File: src/rtl/kbd_mmio.sv
// PS/2 keyboard receiver with a scan-code FIFO, read through a two-word
// memory-mapped window: word 0 pops a byte, word 1 reports/clears status.
module kbd_mmio #(
    parameter int FIFO_DEPTH_LOG2 = 4,
    parameter int FILTER_LEN      = 8,
    parameter int TIMEOUT_CYCLES  = 20000
) (
    input  logic        clk,
    input  logic        rst,
    input  logic        ps2_clk,
    input  logic        ps2_data,
    input  logic        rd_en,
    input  logic        rd_addr,
    output logic [31:0] rd_data,
    output logic        kbd_nonempty
);

    localparam int L     = FIFO_DEPTH_LOG2;
    localparam int DEPTH = 1 << L;
    localparam int FW    = $clog2(FILTER_LEN + 1);
    localparam int TW    = $clog2(TIMEOUT_CYCLES + 1);
    localparam logic [FW-1:0] FILT_LAST = FW'(FILTER_LEN - 1);
    localparam logic [TW-1:0] TMO_LAST  = TW'(TIMEOUT_CYCLES - 1);

    typedef enum logic [1:0] {
        S_IDLE   = 2'd0,
        S_DATA   = 2'd1,
        S_PARITY = 2'd2,
        S_STOP   = 2'd3
    } state_t;

    // ---------------- input synchronizers and clock filter ----------------
    logic          clk_s1_q, clk_s2_q, dat_s1_q, dat_s2_q;
    logic          filt_q, filt_d;
    logic [FW-1:0] fcnt_q, fcnt_d;
    logic          fall;

    always_comb begin
        filt_d = filt_q;
        fcnt_d = '0;
        if (clk_s2_q != filt_q) begin
            if (fcnt_q == FILT_LAST) begin
                filt_d = clk_s2_q;
            end else begin
                fcnt_d = fcnt_q + 1'b1;
            end
        end
        fall = filt_q & ~filt_d;
    end

    // ---------------- frame receiver ----------------
    state_t        state_q, state_d;
    logic [2:0]    bit_q, bit_d;
    logic [7:0]    shift_q, shift_d;
    logic          par_q, par_d;
    logic [TW-1:0] tmo_q, tmo_d;
    logic          push_q, push_d;
    logic [7:0]    pbyte_q, pbyte_d;
    logic          err_set;

    always_comb begin
        state_d = state_q;
        bit_d   = bit_q;
        shift_d = shift_q;
        par_d   = par_q;
        tmo_d   = '0;
        push_d  = 1'b0;
        pbyte_d = pbyte_q;
        err_set = 1'b0;
        if (state_q != S_IDLE && !fall) begin
            if (tmo_q == TMO_LAST) begin
                // Keyboard went quiet mid-frame: abandon the partial byte.
                state_d = S_IDLE;
                err_set = 1'b1;
            end else begin
                tmo_d = tmo_q + 1'b1;
            end
        end
        if (fall) begin
            unique case (state_q)
                S_IDLE: begin
                    if (!dat_s2_q) begin
                        state_d = S_DATA;
                        bit_d   = '0;
                    end
                end
                S_DATA: begin
                    shift_d = {dat_s2_q, shift_q[7:1]};
                    bit_d   = bit_q + 1'b1;
                    if (bit_q == 3'd7) state_d = S_PARITY;
                end
                S_PARITY: begin
                    par_d   = dat_s2_q;
                    state_d = S_STOP;
                end
                S_STOP: begin
                    if (dat_s2_q && (^shift_q ^ par_q)) begin
                        push_d  = 1'b1;
                        pbyte_d = shift_q;
                    end else begin
                        err_set = 1'b1;
                    end
                    state_d = S_IDLE;
                end
                default: state_d = S_IDLE;
            endcase
        end
    end

    // ---------------- FIFO and register interface ----------------
    logic [7:0]  mem_q [DEPTH];
    logic [L-1:0] wptr_q, wptr_d, rptr_q, rptr_d;
    logic [L:0]  cnt_q, cnt_d;
    logic        err_q, err_d, ovf_q, ovf_d;
    logic [31:0] rd_data_q, rd_data_d;
    logic        nonempty, full, pop, wr, ovf_set, clr;

    always_comb begin
        nonempty  = (cnt_q != '0);
        full      = cnt_q[L];
        pop       = rd_en & ~rd_addr & nonempty;
        // A pop in the same cycle frees the slot the push needs.
        wr        = push_q & (~full | pop);
        ovf_set   = push_q & full & ~pop;
        clr       = rd_en & rd_addr;
        wptr_d    = wr  ? wptr_q + 1'b1 : wptr_q;
        rptr_d    = pop ? rptr_q + 1'b1 : rptr_q;
        cnt_d     = cnt_q;
        if (wr && !pop) cnt_d = cnt_q + 1'b1;
        if (pop && !wr) cnt_d = cnt_q - 1'b1;
        err_d     = err_set | (err_q & ~clr);
        ovf_d     = ovf_set | (ovf_q & ~clr);
        rd_data_d = rd_data_q;
        if (rd_en) begin
            if (rd_addr) begin
                rd_data_d = {16'h0, 8'(cnt_q), 4'h0, err_q, ovf_q, full, nonempty};
            end else if (nonempty) begin
                rd_data_d = {23'h0, 1'b1, mem_q[rptr_q]};
            end else begin
                rd_data_d = 32'h0;
            end
        end
    end

    always_ff @(posedge clk) begin
        if (wr) mem_q[wptr_q] <= pbyte_q;
    end

    always_ff @(posedge clk or negedge rst) begin
        if (!rst) begin
            clk_s1_q  <= 1'b1;
            clk_s2_q  <= 1'b1;
            dat_s1_q  <= 1'b1;
            dat_s2_q  <= 1'b1;
            filt_q    <= 1'b1;
            fcnt_q    <= '0;
            state_q   <= S_IDLE;
            bit_q     <= '0;
            shift_q   <= '0;
            par_q     <= 1'b0;
            tmo_q     <= '0;
            push_q    <= 1'b0;
            pbyte_q   <= '0;
            wptr_q    <= '0;
            rptr_q    <= '0;
            cnt_q     <= '0;
            err_q     <= 1'b0;
            ovf_q     <= 1'b0;
            rd_data_q <= '0;
        end else begin
            clk_s1_q  <= ps2_clk;
            clk_s2_q  <= clk_s1_q;
            dat_s1_q  <= ps2_data;
            dat_s2_q  <= dat_s1_q;
            filt_q    <= filt_d;
            fcnt_q    <= fcnt_d;
            state_q   <= state_d;
            bit_q     <= bit_d;
            shift_q   <= shift_d;
            par_q     <= par_d;
            tmo_q     <= tmo_d;
            push_q    <= push_d;
            pbyte_q   <= pbyte_d;
            wptr_q    <= wptr_d;
            rptr_q    <= rptr_d;
            cnt_q     <= cnt_d;
            err_q     <= err_d;
            ovf_q     <= ovf_d;
            rd_data_q <= rd_data_d;
        end
    end

    assign rd_data      = rd_data_q;
    assign kbd_nonempty = (cnt_q != '0);

endmodule

File: config.mk
export PLATFORM = sky130hd
export DESIGN_NAME = kbd_mmio
export DESIGN_NICKNAME = d
export VERILOG_FILES = /design/src/rtl/kbd_mmio.sv
export SDC_FILE = /design/constraint.sdc
export NUM_CORES = 1
export LEC_CHECK = 0
export ABC_AREA = 1
export CAP_MARGIN = 20
export CORE_UTILIZATION = 63
export CTS_BUF_LIST = sky130_fd_sc_hd__clkbuf_4 sky130_fd_sc_hd__clkbuf_8 sky130_fd_sc_hd__clkbuf_16
export DETAILED_ROUTE_END_ITERATION = 8
export DONT_BUFFER_PORTS = 1
export GPL_TIMING_DRIVEN = 0
export PLACE_DENSITY = 0.78
export SLEW_MARGIN = 20
export SYNTH_ARGS = -nofsm -noshare
export SYNTH_HDL_FRONTEND = slang
export SYNTH_SLANG_ARGS = --single-unit
File: constraint.sdc
create_clock -name clk -period 3.18 [get_ports clk]
set_clock_uncertainty 0.2 [all_clocks]
set_input_delay 0.318 -clock clk [delete_from_list [all_inputs] [get_ports clk]]
set_output_delay 0.318 -clock clk [all_outputs]
set_load 0.01 [all_outputs]
==> out/qor.yml <==
global_routing:
  grt_use_met2_pct: 48.4
  grt_util_met1_pct: 39.1
  grt_start_max_net_pins: 76
  grt.overflow.total: 0
  grt_util_met3_pct: 5.43
  antenna_found_initial: 0
  grt_pass1_vias: 6220
  grt_first_pass_wirelength_mm: 32.9
  globalRouteTotalUtil_pct: 29.8
  grt_busiest_layer: "met2"
synth:
  yosys.area.top_type: "edfxtp_1"
  ys_async_sr_fraction_pct: 36.9
  yosysMostFrequentCell: "nand2_1"
  yosysWarningCount: 0
  synthTopCellsByCount: "158 x nand2_1, 128 x edfxtp_1, 117 x nor2_1"
  netlist_area_um2: 9050
  syn_inst: 838
  synth_area_leaders: "edfxtp_1 42%, dfrtp_1 19%, nand2_1 6.6%"
  syn_avg_cell_area_um2: 10.8
  synth_edf_count: 128
  synth_top_cell_area_share_pct: 42.5
  ys_seq_area_share_pct: 63.3
  ys_ff_latch: 203
  synthFlopType: "edfxtp_1"
  synth.distinct_cells: 51
finish:
  antennaDiodeCount: 0
  nets: 906
  fin_area_um2: 10200
  drive_above_1_share_pct: 14.7
  regArea_um2: 5730
  areaGrowthSynthToFinish_pct: 12.3
  fill_cells: 945
  multi_input_area_um2: 2900
outcome:
  status: "finished, final reports clean"
cts:
  numCtsBuffers: 22
  cts_max_level: 1
  cts.sinks: 203
  clock_latency_ns: 0.50
  clk_pin_slew_ns: 0.06
  cts_tree: "done"
  root_buffer: "clkbuf_16"
  clockBufferDepth: 3
routing:
  drc_errors: 0
  drt_iter0_markers: 763
  viasPerCell: 5.90
  wl_mm: 21.0
  drtAntennaViolNets: 0
  drtPass1Iterations: 5
  vias: 6391
  wl_per_cell_um: 19.4
floorplan:
  ios: 39
  dieArea_um2: 14800
  chipHeight_um: 122
  num_rows: 43
  core_um2: 13900
  start_util_pct: 64.9
  die_w_um: 122
critical_path:
  rr_startpoint: "cnt_q[2]$_DFFE_PN0P_"
  endpoint: "cnt_q[4]$_DFFE_PN0P_"
  crit_chain: "nor3_1 > nand3_1 > nand2_4 > clkinv_2 > buf_6 > ha_1 > xor2_1 > ha_1 > inv_1 > nand2_1 > nand3_1 > nand2_1 > a21oi_1 > o21ai_1 > xor2_1"
  crit_path_start: "cnt_q[2]$_DFFE_PN0P_"
  critical_path_arrival_ns: 3.19
  crit_path_top_delay_cell: "dfrtp_1"
  max_stage_delay_ns: 0.45
  cp-end-kind: "register"
  required_ns: 3.35
  critical_path.max_fanout: 11
  worst-r2r-setup-slack_ns: 0.16
  reg2regPathDepth: 15
  critPathKind: "reg -> reg"
  cp-start-kind: "register"
  r2r_end: "cnt_q[4]$_DFFE_PN0P_"
placed_design:
  portBuffers: 0
  place_area_um2: 9340
  pre_cts_slack_ns: 0.214
  dpl.hpwl_mm: 13.9
  gp_congestion: 0.907
power_and_ir_drop:
  power.internal_mw: 5.08
  power.share.combinational_pct: 25.9
  ir_drop_mv: 0.518
  seqPwrFrac_pct: 40.7
  switching_share_pct: 33.0
  power_density_nw_per_um2: 747
  switching_power_mw: 2.51
  clock_power_share_pct: 33.4
  power_leakage_nw: 4.46
sta:
  period_needed_ns: 3.02
  hold_viol_final: 0
  fmax_ghz: 0.331
  layout_setup_ws_ns: 0.162
  max_slew_margin_pct: 38.2
  report.final.setup_viol: 0
  fin_setup_tns_ns: 0
  timing.final.crit_share_pct: 94.9
  grt_setup_unrepaired: "no"
  final_max_slew_viol_count: 0
  worst_slew_pin_slew_ns: 0.923
run:
  maxCapViolCount: 0
worst_hold_path:
  hold_path.class: "reg -> reg"
timing repair:
| action | in CTS | in global routing |
|---|---|---|
| resized for setup | 0 | 0 |
| hold buffers | 7 | 0 |
| endpoints found under the hold margin | 88 | 0 |
| setup buffers | 0 | 0 |
kinds of logic after synthesis:
group	synth area share, %
flops	63.3
other cells	0.0415
buf+inv	5.44
compound gates	9.39
simple gates	18.5
fa+ha+maj	1.80
xor+xnor	1.54
stage by stage:
step,total power [mW],utilization [%],cells,hold WS (ns)
final,7.59,72.9,1083,0.156
after CTS,7.56,72.9,1083,0.145
after floorplan,4.38,-,856,-0.178
after detailed placement,5.00,67.0,1036,-0.176
after global routing,7.93,72.9,1083,0.159
after global placement,4.92,67.0,1036,-0.176
cell type report:
| class | instances | area share (%) |
|---|---|---|
| clock inverter | 10 | 0.751 |
| clock buffer | 30 | 6.48 |
| buffer | 47 | 2.88 |
| multi-input combinational | 554 | 28.5 |
| sequential | 203 | 56.4 |
| timing repair buffer | 7 | 0.862 |
| inverter | 52 | 1.96 |
| tap | 180 | 2.22 |
how the worst min path moves through the flow:
stage | start | end | slack, ns | depth (start not counted)
3_5_place_dp | rst | cnt_q[3]$_DFFE_PN0P_ | -0.18 | 0
5_1_grt | ps2_clk | clk_s1_q$_DFF_PN1_ | 0.16 | 1
2_1_floorplan | rst | bit_q[0]$_DFFE_PN0P_ | -0.18 | 0
3_3_place_gp | rst | cnt_q[3]$_DFFE_PN0P_ | -0.18 | 0
4_1_cts | ps2_data | dat_s1_q$_DFF_PN1_ | 0.15 | 1
6_report | dat_s1_q$_DFF_PN1_ | dat_s2_q$_DFF_PN1_ | 0.16 | 0
registers in the layout (all words and copies together) (netlist names):
register,count
bit_q,3
clk_s1_q,1
clk_s2_q,1
cnt_q,5
dat_s1_q,1
dat_s2_q,1
err_q,1
fcnt_q,4
filt_q,1
mem_q,128
ovf_q,1
par_q,1
pbyte_q,8
push_q,1
rd_data,13
rptr_q,4
shift_q,8
state_q,2
tmo_q,15
wptr_q,4
layer usage:
| layer | up-vias | wire, um | share of wire [%] |
|---|---|---|---|
| li1 | 2916 | - | - |
| met3 | 64 | 1890 | 9.0 |
| met1 | 3097 | 8210 | 39 |
| met2 | 314 | 9980 | 47 |
| met5 | - | 0 | 0 |
| met4 | 0 | 972 | 4.6 |
power groups by stage:
stage	Sequential (mW)	Clock [mW]	Combinational, mW
6_report	3.09	2.53	1.97
5_1_grt	3.10	2.67	2.15
4_1_cts	3.09	2.56	1.92
3_5_place_dp	3.13	0	1.87
3_3_place_gp	3.13	0	1.80
2_1_floorplan	3.10	0	1.28
critical path, delay by kind of cell, from the launching register on:
family	cells	cell delay, ns
adder cells (fa/ha/maj)	2	0.46
AND/OR/NAND/NOR	6	0.89
buffers and inverters	3	0.34
AO/OA/AOI/OAI	2	0.21
flip-flops	1	0.45
XOR/XNOR	2	0.33
cells in the final DEF, fill, tap and decap left out, types with 7 or more instances in the layout:
master	Yosys	final
a21oi_1	18	18
buf_2	12	12
buf_4	25	25
clkbuf_1	8	8
clkbuf_16	0	24
clkinv_2	3	9
conb_1	1	19
dfrtp_1	70	70
edfxtp_1	128	128
ha_1	13	13
inv_1	40	40
inv_2	8	8
nand2_1	158	158
nand2_2	7	7
nand3_1	44	44
nor2_1	117	117
o211ai_1	21	21
o21ai_0	65	65
o21ai_1	18	18
xor2_1	10	10
(Power assumes the default switching activity.)
